==> src/rtl/fetch_unit_pkg.sv <==
// Shared definitions for the fetch/decode loop: PC-select codes used by both
// the fetch stage and the decoder, plus the fetch FSM state encoding.
package fetch_unit_pkg;

   localparam logic [1:0] PC_SEL_SEQ    = 2'b00;
   localparam logic [1:0] PC_SEL_REG    = 2'b01;
   localparam logic [1:0] PC_SEL_JUMP   = 2'b10;
   localparam logic [1:0] PC_SEL_BRANCH = 2'b11;

   localparam int INSTR_W = 32;

   typedef enum logic [1:0] {
      ST_IDLE  = 2'b00,
      ST_FETCH = 2'b01,
      ST_ISSUE = 2'b10,
      ST_HALT  = 2'b11
   } fetch_state_t;

endpackage

==> src/rtl/fetch_unit_next_pc.sv <==
// Combinational next-PC selection: sequential, register jump, absolute jump
// within the current 256 MB region, and PC-relative branch.
module next_pc_module
   import fetch_unit_pkg::*;
#(
   parameter int ADDR_W = 32
) (
   input  logic [ADDR_W-1:0]  pc,
   input  logic [INSTR_W-1:0] instr,
   input  logic [ADDR_W-1:0]  reg_target,
   input  logic [1:0]         cu_pc_src,
   output logic [ADDR_W-1:0]  next_pc
);

   logic [ADDR_W-1:0]        seq;
   logic [ADDR_W-1:0]        jump_target;
   logic [ADDR_W-1:0]        reg_aligned;
   logic signed [ADDR_W-1:0] branch_off;
   logic                     unused_bits;

   assign seq         = pc + ADDR_W'(4);
   assign reg_aligned = {reg_target[ADDR_W-1:2], 2'b00};
   assign jump_target = {seq[ADDR_W-1:28], instr[25:0], 2'b00};
   // Word offset: sign-extend the 16-bit immediate and scale by 4.
   assign branch_off  = {{(ADDR_W-18){instr[15]}}, instr[15:0], 2'b00};
   assign unused_bits = ^{instr[31:26], reg_target[1:0]};

   always_comb begin
      next_pc = seq;
      case (cu_pc_src)
         PC_SEL_SEQ:    next_pc = seq;
         PC_SEL_REG:    next_pc = reg_aligned;
         PC_SEL_JUMP:   next_pc = jump_target;
         PC_SEL_BRANCH: next_pc = seq + $unsigned(branch_off);
         default:       next_pc = seq;
      endcase
   end

endmodule

==> src/rtl/fetch_unit.sv <==
// Instruction fetch/issue stage: fetches over a req/ready handshake, issues to
// the decoder, and follows the decoder's next-PC select or halt decision.
module fetch_unit
   import fetch_unit_pkg::*;
#(
   parameter int                ADDR_W   = 32,
   parameter logic [ADDR_W-1:0] RESET_PC = '0
) (
   input  logic               clk,
   input  logic               rst_n,
   output logic               imem_req,
   output logic [ADDR_W-1:0]  imem_addr,
   input  logic               imem_ready,
   input  logic [INSTR_W-1:0] imem_rdata,
   output logic [INSTR_W-1:0] instr,
   output logic [5:0]         opcode,
   output logic [5:0]         func,
   output logic               instr_valid,
   input  logic               stall,
   input  logic [1:0]         cu_pc_src,
   input  logic               cu_cont,
   input  logic [ADDR_W-1:0]  reg_target,
   output logic [ADDR_W-1:0]  pc,
   output logic               halted,
   output logic [31:0]        instr_count
);

   fetch_state_t      state;
   fetch_state_t      state_next;
   logic              capture;
   logic              advance;
   logic [ADDR_W-1:0] pc_next;

   next_pc_module #(
      .ADDR_W (ADDR_W)
   ) u_next_pc (
      .pc         (pc),
      .instr      (instr),
      .reg_target (reg_target),
      .cu_pc_src  (cu_pc_src),
      .next_pc    (pc_next)
   );

   always_ff @(posedge clk or negedge rst_n) begin
      if (!rst_n) state <= ST_IDLE;
      else        state <= state_next;
   end

   // Outputs decode from state only, so imem_req drops with the async reset.
   always_comb begin
      state_next  = state;
      imem_req    = 1'b0;
      instr_valid = 1'b0;
      halted      = 1'b0;
      capture     = 1'b0;
      advance     = 1'b0;
      case (state)
         ST_IDLE: state_next = ST_FETCH;
         ST_FETCH: begin
            imem_req = 1'b1;
            if (imem_ready) begin
               capture    = 1'b1;
               state_next = ST_ISSUE;
            end
         end
         ST_ISSUE: begin
            instr_valid = 1'b1;
            if (!stall) begin
               if (cu_cont) begin
                  advance    = 1'b1;
                  state_next = ST_FETCH;
               end else begin
                  state_next = ST_HALT;
               end
            end
         end
         ST_HALT: halted = 1'b1;
         default: state_next = ST_IDLE;
      endcase
   end

   always_ff @(posedge clk or negedge rst_n) begin
      if (!rst_n) begin
         pc          <= RESET_PC;
         instr       <= '0;
         instr_count <= '0;
      end else begin
         if (capture) instr <= imem_rdata;
         if (advance) begin
            pc          <= pc_next;
            instr_count <= instr_count + 32'd1;
         end
      end
   end

   assign imem_addr = pc;
   assign opcode    = instr[31:26];
   assign func      = instr[5:0];

endmodule

==> config.mk <==
export PLATFORM = sky130hd
export DESIGN_NAME = fetch_unit
export DESIGN_NICKNAME = d
export VERILOG_FILES = /design/src/rtl/fetch_unit_pkg.sv /design/src/rtl/fetch_unit_next_pc.sv /design/src/rtl/fetch_unit.sv
export SDC_FILE = /design/constraint.sdc
export NUM_CORES = 1
export LEC_CHECK = 0
export ABC_AREA = 0
export CAP_MARGIN = 0
export CORE_MARGIN = 10
export CORE_UTILIZATION = 48
export CTS_CLUSTER_DIAMETER = 200
export CTS_CLUSTER_SIZE = 12
export DETAILED_ROUTE_END_ITERATION = 10
export PLACE_DENSITY = 0.85
export SLEW_MARGIN = 20
export SYNTH_ARGS = -nofsm -noshare
export SYNTH_HDL_FRONTEND = slang
export SYNTH_SLANG_ARGS = --single-unit
==> constraint.sdc <==
create_clock -name clk -period 4.66 [get_ports clk]
set_input_delay 1.165 -clock clk [delete_from_list [all_inputs] [get_ports clk]]
set_output_delay 1.165 -clock clk [all_outputs]
set_load 0.01 [all_outputs]
# After elaboration in Yosys (flattened, before gate mapping)
# Cells that the tools add are included.
# word_totals
ff_bits	98
input_bits	71
out_inout_bits	143
# op_classes
eq_ne	8
reduce_logical	4
n_mux	13
add_sub_neg	3
# ops
cell	count
$pmux W32 S4	1
$add A32 B1 Y32 const B	1
$add A32 B3 Y32 const B	1
$add A32 B32 Y32	1
$eq A2 B2 Y1 const B	4
$mux W1	8
$mux W2	3
$pmux W2 S3	1
$eq A2 B1 Y1 const B	2
$logic_not A2 Y1	2
$ne A2 B2 Y1 const B	2
$reduce_and A3 Y1	1
$reduce_bool A3 Y1	1

# Longest topological paths before layout
# depth
ltp_word	3
mapped_depth	18
depth_no_buf	17

# Hierarchy
# Synthesis repeated with hierarchy kept, for this count alone.
# unflattened
hier_cells	742
area_unflattened_um2	7164.4
# by_module_without_submodules
module	cells_each	seq_area_each_um2	n_inst	area_each_um2
fetch_unit	396	2452.4	1	4366.7
next_pc_module	346	0.0	1	2797.7

# Worst setup path before layout
# Ideal clock, no wire load.
# synth_timing
path_type	reg2reg
from	register pc[7], in the netlist imem_addr[7]
to	register pc[24], in the netlist imem_addr[24]
setup_ns	0.126
path_stages_with_launch	16
required_time_ns	4.534
setup_slack_ns	1.083
synth_period_minus_slack_ns	3.577
arrival_time_ns	3.451
cell_sequence	dfrtp_1 and4_1 nand4_1 nor2_1 nand3_1 xnor2_1 ha_1 a21oi_1 o21ai_0 and2_1 or4_1 a21oi_1 nor3b_1 o211ai_1 o31ai_1 o32a_1
# synth_via
elab_chain_cells	3
# synth_rtl
item	line	rtl
from (decl)	fetch_unit.sv:23	output logic [ADDR_W-1:0] pc,
from (signal assigned)	fetch_unit.sv:90	pc <= pc_next;
$add A32 B3 Y32 *	fetch_unit_next_pc.sv:21	assign seq = pc + ADDR_W'(4);
$add A32 B32 Y32	fetch_unit_next_pc.sv:34	PC_SEL_BRANCH: next_pc = seq + $unsigned(branch_off);
$pmux W32 S4 *	fetch_unit_next_pc.sv:30	case (cu_pc_src)
# Mark *: on every way between the ends. The rest lies on a longest branch, timed or not.
# A chain may end at the register's enable or synchronous reset.

# Worst setup path in the final report
# Ends and elaborated chain as after synthesis.

==> qor.csv <==
metric,value,unit
rr_worst_depth,15,
rsz0062_at_grt,false,
antenna_left,0,
r2r_slack,410,ps
fmax,235.2,MHz
worstMarginPinSlew,961.1,ps
slew_headroom,35.93,%
clock_path_buffers,2,
die_area,19750,sq um
busiest_layer,met2,
drtPass1Iterations,5,
post-route-drc-count,0,
synthCells,748,
drt_wl_total,20930,um
ys_seq_area_share,34.44,%
clock_latency,360,ps
die_w,140.6,um
r2r-end,imem_addr[24]$_DFFE_PN0P_,
hold_path_class,flip-flop to flip-flop,
synth-seq-cells,96,
leakagePower,3.940,nW
final_core_util,65.68,%
syn_to_final_growth,32.22,%
grt_max_degree,73,
ir_worst_vdd,0.0004374,V
path_cells,and4_1 > nand4_1 > nor2_1 > nand3_1 > xnor2_1 > ha_1 > a21oi_1 > o21ai_0 > and2_1 > or4_1 > a21oi_1 > nor3b_1 > o211ai_1 > o31ai_1 > o32a_1,
gp_congestion,0.9464,
worst_setup_path_end_kind,flip-flop,
setup_viol,0,
grt_util_met2,35.44,%
ctsHoldBuffers,0,
crit_fanout,8,
yosysWarnings,0,
met3_usage,5.409,%
antenna_found_initial,0,
startpoint_type,flip-flop,
outcome,completed,
yosys_most_used_dff,dfrtp_1,
holdPathEnd,instr_count[31]$_DFFE_PN0P_,
cp_common_cell,a21oi_1,
post_cts_resized,0,
fp-row-count,43,
avgRoutedWirePerCell,19.17,um
power,0.006381,W
overflow,0,
io_pins,214,
cts_tree,yes,
hold_path_depth,1,
final_nets,1022,
slew_violations,0,
synth_area,6975,sq um
ctsHtreeMaxLevel,3,
path_clk_slew,70,ps
critPathSlowestCell,dfrtp_1,
async_reset_ff_share,100.0,%
hp-start,instr_count[31]$_DFFE_PN0P_,
cts_sinks,96,
layout-drive-gt1-share,9.101,%
vias,6178,
fill_cells,1109,
finalCritPeriodShare,91.24,%
r2r-start,imem_addr[7]$_DFFE_PN0P_,
use_met1,24.99,%
diodes,0,
finalClockSkew,6.490,ps
arrival,4490,ps
setup_tns,0,ps
crit_buf_inv,0,
hold_viol,0,
die_h,140.6,um
max_stage_delay,500,ps
cp.required,4900,ps
power.density,691.9,nW/um^2
grt_pass1_wl,34090,um
start_util,49.67,%
drt_iter0_drc,449,
synth_cell_types,53,
avgSynthCellArea,9.325,sq um
cp_top_family,simple AND/OR/NAND/NOR gates,
first_global_vias,6397,
core,14040,sq um
period_needed,4252,ps
critPathKind,flip-flop to flip-flop,
cts_buffers,9,
grt_usage,20.94,%
dp_hpwl,16110,um
maxCapViolCount,0,
io_buffers,207,
drt-vias-per-instance,5.658,
post_cts_buffers,0,
clockRootBuffer,clkbuf_16,
synth-edff-count,0,
## cell usage in the layout (no fill, tap or decap), drive strengths merged, types with 25 or more instances in the layout
cell | netlist | final
clkdlybuf4s50 | 0 | 205
xnor2 | 56 | 56
nand2 | 102 | 102
nor2 | 53 | 53
mux2 | 33 | 33
dfrtp | 96 | 96
xor2 | 25 | 25
a21oi | 41 | 41
o21ai | 29 | 29
ha | 43 | 43
## cell type report
| cell class | instances | area, sq um | area share [%] |
|---|---|---|---|
| clock inverter | 6 | 72.57 | 0.7869 |
| sequential | 96 | 2402 | 26.05 |
| timing repair buffer | 217 | 2140 | 23.20 |
| clock buffer | 10 | 239.0 | 2.591 |
| tap | 180 | 225.2 | 2.442 |
| inverter | 19 | 71.32 | 0.7733 |
| multi-input combinational | 564 | 4073 | 44.16 |
## state kept, by name, summed over array words and instances (netlist names)
signal / count
instr: 32
state: 2
instr_count: 32
imem_addr: 30
## cells in the mapped netlist, drive strengths merged, types with 3 or more instances
| master | instances | area (sq um) |
|---|---|---|
| o211ai | 9 | 67.56 |
| o221ai | 3 | 26.28 |
| inv | 19 | 71.32 |
| mux2i | 8 | 80.08 |
| mux4 | 17 | 382.9 |
| buf | 54 | 375.4 |
| a21o | 10 | 75.07 |
| xnor2 | 56 | 490.5 |
| o41ai | 3 | 26.28 |
| nand3 | 23 | 115.1 |
| nor4 | 3 | 18.77 |
| nand2 | 102 | 382.9 |
| dfrtp | 96 | 2402 |
| o22ai | 3 | 18.77 |
| nor3 | 9 | 45.04 |
| and3 | 14 | 87.58 |
| ha | 43 | 538.0 |
| o31ai | 4 | 30.03 |
| nand4 | 18 | 112.6 |
| mux2 | 33 | 371.6 |
| or2 | 3 | 18.77 |
| and2 | 7 | 43.79 |
| nor2 | 53 | 198.9 |
| o21ai | 29 | 145.1 |
| a21oi | 41 | 209.0 |
| nor2b | 3 | 18.77 |
| nand2b | 8 | 50.05 |
| o21a | 4 | 30.03 |
| and4 | 4 | 35.03 |
| clkbuf | 18 | 67.56 |
| xor2 | 25 | 219.0 |
## metal layers
metal / wire, um / vias to the layer above
met5: 0 / -
met4: 473 / 0
met3: 1775 / 39
met2: 10300 / 262
met1: 8377 / 2959
li1: - / 2918
## metrics by stage
stage          cell area, sq um  std cells  hold WS [ps]  worst slack [ps]
6_report                   9223       1092         473.6             408.2
3_3_place_gp               8911       1076         463.1             591.5
4_1_cts                    9223       1092         479.4             443.6
5_1_grt                    9223       1092         510.3             94.89
3_5_place_dp               8911       1076         469.5             485.0
2_1_floorplan              6987        751         507.6              1083
## report_power, final
part	switching [W]	leakage, nW	internal, W	total [W]
Clock	0.000359	0.151	0.000439	0.000798
Sequential	0.000452	1.22	0.00111	0.00157
Combinational	0.00194	2.57	0.00207	0.00402
Total	0.00276	3.94	0.00363	0.00638
## logic make-up after synthesis
logic type	count (synthesis)	share of synthesized area [%]
AO/OA/AOI/OAI	125	11.30
XOR/XNOR	81	10.17
adder cells (fa/ha/maj)	44	8.000
buffers and inverters	91	7.372
flip-flops	96	34.44
multiplexers	58	11.96
other	1	0.05376
AND/OR/NAND/NOR	252	16.70
## worst max path at each step
stage / from / endpoint / slack [ps] / cells past startpoint
global route: imem_addr[7]$_DFFE_PN0P_ / imem_addr[24]$_DFFE_PN0P_ / 90 / 15
floorplan: imem_addr[7]$_DFFE_PN0P_ / imem_addr[24]$_DFFE_PN0P_ / 1080 / 15
CTS: imem_addr[7]$_DFFE_PN0P_ / imem_addr[24]$_DFFE_PN0P_ / 440 / 15
detailed placement: imem_addr[7]$_DFFE_PN0P_ / imem_addr[24]$_DFFE_PN0P_ / 480 / 15
global placement: imem_addr[7]$_DFFE_PN0P_ / imem_addr[24]$_DFFE_PN0P_ / 590 / 15
finish: imem_addr[7]$_DFFE_PN0P_ / imem_addr[24]$_DFFE_PN0P_ / 410 / 15
Note: power is estimated with default switching activity, not from simulation.
==> RTL edit, RTL diff (config.mk and constraints unchanged) <==
Register the input `reg_target` before use, without a reset. The logic sees it one clock later. The other inputs are not delayed to match.
--- a/src/rtl/fetch_unit.sv
+++ b/src/rtl/fetch_unit.sv
@@ -25,6 +25,12 @@
    output logic [31:0]        instr_count
 );
 
+   logic [ADDR_W-1:0] reg_target_q;
+
+   always_ff @(posedge clk) begin
+      reg_target_q <= reg_target;
+   end
+
    fetch_state_t      state;
    fetch_state_t      state_next;
    logic              capture;
@@ -36,7 +42,7 @@
    ) u_next_pc (
       .pc         (pc),
       .instr      (instr),
-      .reg_target (reg_target),
+      .reg_target (reg_target_q),
       .cu_pc_src  (cu_pc_src),
       .next_pc    (pc_next)
    );
Function: changed (a bounded check fails within 4 cycles, from zero or initial values and one cycle with rst_n low).
==> RTL edit against the unedited design <==
Final area grew 14%. Critical path depth shrank 1. Wire length grew 10%. Synthesized area grew 13%. Sequential power grew 11%. Setup slack lost 0.19 ns. Sequential share of layout area grew 2.6 points. Sequential cell count grew 30. Critical endpoint is now imem_addr[31]$_DFFE_PN0P_. Total power grew 14%.
==> RTL edit: results (changes against the unedited design) <==
* Status: finished clean
* Nets at 1115 (+9.1%)
* Clock Skew at 0.00796 ns (+0.00147 ns)
* Post-Syn Area per Cell at 9.61 sq um (+3.0%)
* Register area at 3000 sq um (+25%)
* Wl on met1 at 9710 um (+16%)
* GPL Wtd Cong at 0.931 (-1.6%)
* Clock Latency Late Sink at 0.43 ns (+0.07 ns)
* Gr usage total at 20.9% (about the same)
* Pin count of the biggest net entering global routing at 74 (+1.4%)
* Commonest cells post-synth: dfrtp_1 (96), nand2_1 (89), nor2_1 (60)
* DRT iter0 DRCs at 511 (+14%)
* Largest cells by area after synthesis: dfrtp_1 (31%), dfxtp_1 (7.6%), ha_1 (7.0%), xnor2_1 (6.2%), mux2_2 (4.9%)
* First-pass GRT wire length at 37000 um (+8.6%)
* Place WS at 0.291 ns (-0.194 ns)
* # fillers at 1272 (+15%)
* Critical path peak fanout at 6 (-2)
* Crit-path max cell delay at 0.54 ns (+0.04 ns)
* H-tree depth at 4 (+1)
* Leak Pwr at 0.00442 uW (+12%)
* Synth Area in Adders at 7.25% (-0.75 points)
* Share of cells above drive strength 1 at 12.4% (+3.3 points)
* M2 GR Usage at 34.0% (-1.5 points)
* Placed Cells at 1196 (+11%)
* Dpl hpwl at 17300 um (+7.1%)
* Netlist cell types at 72 (+36%)
* Max stage delay cell, worst path: or4_4
* Clock sinks at 126 (+31%)
* Vias in the first global route at 6992 (+9.3%)
* Mux cell area share after synthesis at 9.83% (-2.1 points)
* Post-synthesis compound-gate area fraction at 13.0% (+1.7 points)
* Metal3 WL at 2460 um (+38%)
* Via count at 6822 (+10%)
* XOR/XNOR share of the synthesized area at 9.00% (-1.2 points)
* Post-synthesis async set-or-reset flop share at 76.2% (-24 points)
* Grt met1 use at 25.5% (+0.52 points)
* Reg2Reg Depth at 14 (-1)
* Post-synthesis sequential area ratio at 38.2% (+3.7 points)
* CP delay by family, top: simple AND/OR/NAND/NOR gates
* Max-slew headroom at 35.1% (-0.83 points)
* CTS Buf Count at 17 (+8)
* VDD IR-drop max at 0.516 mV (+18%)
* Hold path startpoint: instr_count[26]$_DFFE_PN0P_
* M3 GR Usage at 8.12% (+2.7 points)
==> RTL edit: cell type report <==
class                      instances  share of cell area [%]
multi-input combinational        601                    41.4
clock inverter                    15                    1.08
clock buffer                      17                    4.05
sequential                       126                    28.6
tap                              216                    2.57
timing repair buffer             234                    21.6
inverter                          19                   0.679
==> RTL edit: report_power, final <==
group / leakage (uW) / internal [uW] / total [uW] / switching (uW)
Sequential: 0.00147 / 1380 / 1750 / 378
Combinational: 0.00270 / 2160 / 4290 / 2130
Clock: 0.000253 / 684 / 1220 / 536
==> RTL edit: path summary, 6_finish.rpt <==
path	endpoint	slack, ns
worst min-delay path	instr_count[26]$_DFFE_PN0P_	0.48
max in group asynchronous	instr[24]$_DFFE_PN0P_	2.86
min in group asynchronous	instr[12]$_DFFE_PN0P_	0.90
worst max register to register	imem_addr[31]$_DFFE_PN0P_	0.22
worst max-delay path	imem_addr[31]$_DFFE_PN0P_	0.22
worst min register to register	instr_count[26]$_DFFE_PN0P_	0.48
